## config.mk

```make
export PLATFORM = sky130hd
export DESIGN_NAME = mux_rr_arbiter
export DESIGN_NICKNAME = d
export VERILOG_FILES = /design/src/rtl/mux_rr_arbiter.sv
export SDC_FILE = /design/constraint.sdc
export NUM_CORES = 1
export LEC_CHECK = 0
export CORE_MARGIN = 2
export CORE_UTILIZATION = 30
export CTS_BUF_LIST = sky130_fd_sc_hd__clkbuf_16
export CTS_CLUSTER_SIZE = 28
export DETAILED_ROUTE_END_ITERATION = 8
export GPL_TIMING_DRIVEN = 0
export SYNTH_ARGS = -nofsm -noshare
export SYNTH_HDL_FRONTEND = slang
export SYNTH_SLANG_ARGS = --single-unit
```

## constraint.sdc

```tcl
create_clock -name clk -period 2.2 [get_ports clk]
set_input_delay 0.33 -clock clk [delete_from_list [all_inputs] [get_ports clk]]
set_output_delay 0.33 -clock clk [all_outputs]
set_load 0.02 [all_outputs]
```

## src/rtl/mux_rr_arbiter.sv

```systemverilog
// Round-robin arbiter driving a registered 4:1 data mux with a bounded grant hold.
// Optional macro MUX_ARB_LOCK_EN adds a lock input that suppresses the hold-limit release.
module mux_rr_arbiter #(
    parameter int DATA_W   = 1,
    parameter int HOLD_MAX = 4
) (
    input  logic              clk,
    input  logic              rst,
`ifdef MUX_ARB_LOCK_EN
    input  logic              lock,
`endif
    input  logic [3:0]        req,
    input  logic [DATA_W-1:0] din0,
    input  logic [DATA_W-1:0] din1,
    input  logic [DATA_W-1:0] din2,
    input  logic [DATA_W-1:0] din3,
    output logic [3:0]        gnt,
    output logic [1:0]        sel,
    output logic [DATA_W-1:0] dout,
    output logic              dout_vld
);

    localparam int                CNT_W    = $clog2(HOLD_MAX + 1);
    localparam logic [CNT_W-1:0] HOLD_LIM = CNT_W'(HOLD_MAX);

    typedef enum logic {
        IDLE = 1'b0,
        BUSY = 1'b1
    } state_t;

    state_t              state_q, state_d;
    logic [3:0]          gnt_q, gnt_d;
    logic [1:0]          sel_q, sel_d;
    logic [1:0]          ptr_q, ptr_d;
    logic [CNT_W-1:0]    hold_cnt_q, hold_cnt_d;
    logic [DATA_W-1:0]   dout_q, dout_d;
    logic                dout_vld_q, dout_vld_d;

    logic                lock_act;
    logic                found;
    logic [1:0]          win;
    logic [1:0]          idx;
    logic [DATA_W-1:0]   mux_out;
    logic                others;
    logic                release_now;
    logic                grant_new;

`ifdef MUX_ARB_LOCK_EN
    assign lock_act = lock;
`else
    assign lock_act = 1'b0;
`endif

    // First set request found when scanning upward from ptr, wrapping mod 4.
    always_comb begin
        found = 1'b0;
        win   = ptr_q;
        idx   = ptr_q;
        for (int i = 0; i < 4; i++) begin
            idx = ptr_q + 2'(i);
            if (!found && req[idx]) begin
                found = 1'b1;
                win   = idx;
            end
        end
    end

    always_comb begin
        case (sel_q)
            2'd0:    mux_out = din0;
            2'd1:    mux_out = din1;
            2'd2:    mux_out = din2;
            default: mux_out = din3;
        endcase
    end

    assign others = |(req & ~gnt_q);

    always_comb begin
        state_d     = state_q;
        gnt_d       = gnt_q;
        sel_d       = sel_q;
        ptr_d       = ptr_q;
        hold_cnt_d  = hold_cnt_q;
        dout_d      = dout_q;
        dout_vld_d  = 1'b0;
        release_now = 1'b0;
        grant_new   = 1'b0;

        case (state_q)
            IDLE: begin
                if (found) grant_new = 1'b1;
            end
            BUSY: begin
                dout_d      = mux_out;
                dout_vld_d  = 1'b1;
                release_now = !req[sel_q] ||
                              ((hold_cnt_q == HOLD_LIM) && others && !lock_act);
                if (release_now) begin
                    if (found) begin
                        grant_new = 1'b1;
                    end else begin
                        gnt_d   = 4'b0000;
                        state_d = IDLE;
                    end
                end else if (hold_cnt_q != HOLD_LIM) begin
                    hold_cnt_d = hold_cnt_q + CNT_W'(1);
                end
            end
            default: state_d = IDLE;
        endcase

        // Current owner sits last in the scan order, so a re-request loses to any waiter.
        if (grant_new) begin
            gnt_d      = 4'b0001 << win;
            sel_d      = win;
            ptr_d      = win + 2'd1;
            hold_cnt_d = CNT_W'(1);
            state_d    = BUSY;
        end
    end

    always_ff @(posedge clk) begin
        if (rst) begin
            state_q    <= IDLE;
            gnt_q      <= 4'b0000;
            sel_q      <= 2'd0;
            ptr_q      <= 2'd0;
            hold_cnt_q <= '0;
            dout_q     <= '0;
            dout_vld_q <= 1'b0;
        end else begin
            state_q    <= state_d;
            gnt_q      <= gnt_d;
            sel_q      <= sel_d;
            ptr_q      <= ptr_d;
            hold_cnt_q <= hold_cnt_d;
            dout_q     <= dout_d;
            dout_vld_q <= dout_vld_d;
        end
    end

    assign gnt      = gnt_q;
    assign sel      = sel_q;
    assign dout     = dout_q;
    assign dout_vld = dout_vld_q;

endmodule

```

==> reports/summary.txt, run 1 <==
status: finished clean
CP Data Required Time: 2.33 ns
detailed-route wire length per cell: 13.1 um
Tmin final: 1.95 ns
Syn Nets: 117
Worst path top cell family by delay: buffers and inverters
fin nets: 138
GP Congestion: 0.762
TritonRoute pass-1 iters: 4
ant diodes: 0
dpl hpwl: 1570 um
Non-Filler Instances: 152
leakage power total: 0.459 nW
clock buffer count from CTS: 3
drt drc: 0
Post-synth top flop: dfxtp_1
# rows: 19
IO Count: 18
Core Util, Final: 42.0%
CP Launch Type: input port
Syn. warnings: 0
worst-skew pair later-pin latency: 0.24 ns
Final WS setup: 0.254 ns
initial antenna violation count: 0
RSZ-0062 raised after global routing: no
path type of the worst min-delay path: input port to flip-flop
Cells after Synth: 101
antenna-violating nets left: 0
Yosys cell types: 39
pins over their slew limit: 0
count of final setup violators: 0
Tot Pwr: 1.05 mW
FMAX: 0.514 GHz
worst-case clock buffer depth: 2
dpl cells: 148
CP Cell Sequence: clkdlybuf4s50_1, nor2b_1, o41ai_4, a21oi_2, mux2_4
synth top area cells: dfxtp_1 31%, ha_1 8.3%, mux2i_1 5.5%
Initial Utilization: 32.2%
crit path kind: input port to flip-flop
drt via density: 5.20
final WL: 1990 um
post-synth top area share: 30.8%
final hold vios: 0
Resized Gates After CTS: 0
via count: 791
synthesized area: 910 um^2
CTS H-tree lvls: 1
slowest stage delay, CP: 0.60 ns
Power per Cell Area: 882 nW/um^2
CP Capture Type: flip-flop
# hold bufs at CTS: 0
Max FO, Critical Path: 8
port bufs: 16
design area: 1190 um^2
TritonCTS clock tree: done
gr usage total: 12.7%
Worst Max-Slew Pin Slew: 0.503 ns
EDFF count, synth: 0
max_cap viols: 0
post-placement setup slack: 0.00471 ns
die area: 3490 um^2
chip height: 59.1 um
first-pass GRT wire length: 3260 um
Syn Area/Cell: 9.01 um^2
global route overflow: 0
sequential share of the synthesized area: 30.8%
layout cells sized above 1: 8.26%
postcts setup bufs: 0
synthesis-to-layout area growth: 30.5%
clock skew: 0.00185 ns
asr flop ratio synth: 0%
Slew Limit Headroom: 66.4%
setup_tns: 0 ns
pin count of the biggest net entering global routing: 11
worst endpoint data arrival time: 2.07 ns
Core Area: 2830 um^2
Buf+Inv Stages, Crit Path: 1
Die Span X: 59.1 um
Worst Hold Margin: 0.414 ns
Yosys top cell by area: dfxtp_1
maximum VDD drop: 0.486 mV
DR iter-0 viols: 23
final worst-path cycle share: 88.5%
Clock Pin Slew Worst Setup and Hold Paths: 0.05 ns
register bit count reported by yosys: 14
CTS Sinks: 14
DP Area: 1110 um^2
CTS root buffer: clkbuf_16
CP max stage cell: clkdlybuf4s50_1
vias in the first global route: 708
[Yosys cell counts (2+ instances only)]
cell	instances
nor2b_1	7
ha_1	6
a21oi_1	3
o32ai_1	4
mux2i_1	5
nor2_1	4
inv_1	10
o21ai_0	6
nand3_1	2
nand2_1	11
and2_1	2
dfxtp_1	14
[area by class of cell]
type                    instances  area (um^2)
well taps                      31         38.8
multi-input cells              74          573
fillers                       288         1640
inverters                      11         41.3
plain buffers                   2         15.0
clock buffers                   3         75.1
clock inverters                 1         3.75
repair buffers                 16          160
flip-flops and latches         14          280
[cell usage in the layout, fill, tap and decap left out, types with 2 or more instances in the layout]
| master | Yosys | final |
|---|---|---|
| nand2_1 | 11 | 11 |
| nor2_1 | 4 | 4 |
| inv_1 | 10 | 10 |
| o21ai_0 | 6 | 6 |
| clkdlybuf4s50_1 | 0 | 16 |
| dfxtp_1 | 14 | 14 |
| mux2i_1 | 5 | 5 |
| clkinv_1 | 1 | 2 |
| o32ai_1 | 4 | 4 |
| nand3_1 | 2 | 2 |
| ha_1 | 6 | 6 |
| clkbuf_16 | 0 | 3 |
| and2_1 | 2 | 2 |
| a21oi_1 | 3 | 3 |
| nor2b_1 | 7 | 7 |
[worst register-to-register path, delay by kind of cell, from the launching register on]
family                     cells  cell delay [ns]
AOI/OAI and AO/OA              2             0.53
DFF                            1             0.32
adders and majority gates      1             0.18
and+or+nand+nor                1             0.23
muxes                          1             0.34
buffers and inverters          1             0.08
[layer usage]
metal  global-route usage, %  routed length (um)  vias to the layer above
met1                    15.8                1000                      365
met2                    19.8                 867                       16
li1                        -                   -                      408
met3                    4.80                  94                        2
met4                    4.87                  23                        0
met5                       0                   0                        -
[registers in the layout, summed over array words and instances, names as in the netlist]
| signal | flops |
|---|---|
| dout | 1 |
| dout_vld | 1 |
| gnt | 4 |
| hold_cnt_q | 3 |
| ptr_q | 2 |
| sel | 2 |
| state_q | 1 |
[power breakdown]
| group | switching, mW | leakage [nW] | internal (mW) |
|---|---|---|---|
| Clock | 0.101 | 0.0385 | 0.240 |
| Sequential | 0.0499 | 0.115 | 0.300 |
| Combinational | 0.190 | 0.305 | 0.167 |
[cell families after synthesis]
kind of cell / Yosys count / synth area share, %
AND/OR/NAND/NOR: 34 / 20.2
AO/OA/AOI/OAI: 27 / 24.5
flip-flops: 14 / 30.8
multiplexers: 7 / 10.0
adder cells (fa/ha/maj): 6 / 8.25
buffers and inverters: 13 / 6.19
[worst paths after layout]
path              slack [ns]  cells past startpoint       to           from
setup / recovery        0.25                      5   sel[1]         req[0]
hold / removal          0.41                      3  state_q         req[3]
setup reg to reg        0.41                      6   sel[1]  hold_cnt_q[0]
hold reg to reg         0.49                      2   gnt[1]         gnt[1]
Power figures use the tool's default switching activity.
==> inputs of run 2 (changes only) <==
--- a/config.mk
+++ b/config.mk
@@ -5,12 +5,15 @@
 export SDC_FILE = /design/constraint.sdc
 export NUM_CORES = 1
 export LEC_CHECK = 0
+export CELL_PAD_IN_SITES_DETAIL_PLACEMENT = 1
+export CELL_PAD_IN_SITES_GLOBAL_PLACEMENT = 1
 export CORE_MARGIN = 2
 export CORE_UTILIZATION = 30
 export CTS_BUF_LIST = sky130_fd_sc_hd__clkbuf_16
 export CTS_CLUSTER_SIZE = 28
 export DETAILED_ROUTE_END_ITERATION = 8
 export GPL_TIMING_DRIVEN = 0
+export PLACE_DENSITY_LB_ADDON = 0.1
 export SYNTH_ARGS = -nofsm -noshare
 export SYNTH_HDL_FRONTEND = slang
 export SYNTH_SLANG_ARGS = --single-unit
==> constraint.sdc (replaced) <==
create_clock -name clk -period 2.2 [get_ports clk]
set_input_delay 0.44 -clock clk [delete_from_list [all_inputs] [get_ports clk]]
set_output_delay 0.44 -clock clk [all_outputs]
set_load 0.02 [all_outputs]
==> run 2 against run 1 <==
Critical path depth grew 2. Sequential share of layout area fell by 0.15 points. Largest cell class unchanged. Critical endpoint is now gnt[3]. Power rose by 1.5%. Global-route usage increased by 2.3 points. Setup slack worse by 0.12 ns. Combinational power rose by 3%. Register-to-register slack better by 0.09 ns. Clock power rose by 2%. Highest routed layer unchanged. Via count grew 6.7%. Die area did not move. Worst hold slack better by 0.065 ns. Non-clock buffer count is the same.
==> reports/summary.txt, run 2 (synthesized netlist as in run 1, its figures left out) <==
final hold vios: 0
FF-to-FF Start: hold_cnt_q[0]
Hold Crit Start: gnt[1]
Flop pwr share: 32.8%
most common cell after layout, fill and taps aside: clkdlybuf4s50_1
clock skew: 0.00238 ns
# hold bufs at CTS: 0
first-pass GRT wire length: 3990 um
global route overflow: 0
final WL: 2340 um
CP Data Required Time: 2.35 ns
pin count of the biggest net entering global routing: 11
ant diodes: 0
drt drc: 0
synthesis-to-layout area growth: 31.4%
Worst Max-Slew Pin Slew: 0.682 ns
CTS H-tree lvls: 1
Power per Cell Area: 890 nW/um^2
Worst Hold Margin: 0.479 ns
Initial Utilization: 32.2%
DR iter-0 viols: 11
# rows: 19
Core Area: 2830 um^2
max_cap viols: 0
CP Launch Type: input port
FF-to-FF setup slack: 0.50 ns
maximum VDD drop: 0.335 mV
clock buffer count from CTS: 3
leakage power total: 0.461 nW
status: finished clean
internal power: 710 uW
port bufs: 16
sw frac: 33.2%
Largest register FFs: 4
Slew Limit Headroom: 54.1%
TritonRoute pass-1 iters: 4
CTS Sinks: 14
final worst-path cycle share: 93.7%
CTS root buffer: clkbuf_16
switching power: 353 uW
CP Capture Type: flip-flop
die area: 3490 um^2
gr usage total: 15.0%
count of final setup violators: 0
initial antenna violation count: 0
worst-skew pair later-pin latency: 0.24 ns
Tot Pwr: 1.06 mW
Die Span X: 59.1 um
Clock Pin Slew Worst Setup and Hold Paths: 0.05 ns
antenna-violating nets left: 0
crit path kind: input port to flip-flop
setup_tns: 0 ns
fin nets: 138
pins over their slew limit: 0
Comb pwr share: 34.5%
dpl hpwl: 1740 um
vias in the first global route: 897
post-placement setup slack: -0.181 ns
commonest cells after routing, fill and taps aside: 16 x clkdlybuf4s50_1, 14 x dfxtp_1, 11 x nand2_1
FMAX: 0.485 GHz
Worst Setup SP: req[2]
Final WS setup: 0.139 ns
Max FO, Critical Path: 7
Tmin final: 2.06 ns
via count: 844
TritonCTS clock tree: done
chip height: 59.1 um
GP Congestion: 0.701
detailed-route wire length per cell: 15.4 um
IO Count: 18
drt via density: 5.55
worst endpoint data arrival time: 2.21 ns
path type of the worst min-delay path: flip-flop to flip-flop
layout cells sized above 1: 8.26%
RSZ-0062 raised after global routing: no
worst-case clock buffer depth: 2
clock network power share: 32.7%
Core Util, Final: 42.2%
-- run 2: changes by cell type in the layout (fill, tap and decap cells not counted) --
cell / previous run / this run
a21oi_2: 1 / 0
a21oi_4: 0 / 1
-- run 2: final timing paths --
path	endpoint	cells after the start
setup / recovery	gnt[3]	7
hold / removal	gnt[1]	2
setup reg to reg	sel[1]	6
hold reg to reg	gnt[1]	2
-- run 2: per-stage QoR --
step           std cells  cell area (um^2)
2_1_floorplan        101               910
3_3_place_gp         148              1110
3_5_place_dp         148              1110
4_1_cts              152              1190
5_1_grt              152              1190
6_report             152              1190
-- run 2: critical path, stage by stage --
cell	delay (ns)
clkdlybuf4s50_1	0.54
nor2b_1	0.21
o21ai_0	0.25
o211a_1	0.29
ha_1	0.17
inv_1	0.04
o32ai_1	0.26
-- run 2: what timing repair did --
item                       in CTS  in global routing
gates resized for setup         0                  1
setup endpoints to repair       0                  1
buffers inserted                0                  0
-- run 2: final cells by class --
cell class                 instances  area, um^2
fill                             338        1630
multi-input combinational         74         581
sequential                        14         280
timing repair buffer              16         160
clock buffer                       3        75.1
inverter                          11        41.3
tap                               31        38.8
buffer                             2        15.0
clock inverter                     1        3.75
-- run 2: power by group through the flow --
| stage | clock network [mW] | registers, mW | logic [mW] |
|---|---|---|---|
| 6_report | 0.347 | 0.349 | 0.367 |
| 5_1_grt | 0.370 | 0.358 | 0.403 |
| 4_1_cts | 0.356 | 0.350 | 0.369 |
| 3_5_place_dp | 0 | 0.355 | 0.366 |
| 3_3_place_gp | 0 | 0.352 | 0.356 |
| 2_1_floorplan | 0 | 0.374 | 0.210 |
-- run 2: layer usage --
layer / track usage (%) / share of wire (%) / up-vias
li1: - / - / 404
met4: 4.87 / 0.64 / 0
met2: 26.3 / 47 / 21
met3: 3.06 / 3.4 / 2
met1: 18.2 / 49 / 417
met5: 0 / 0 / -
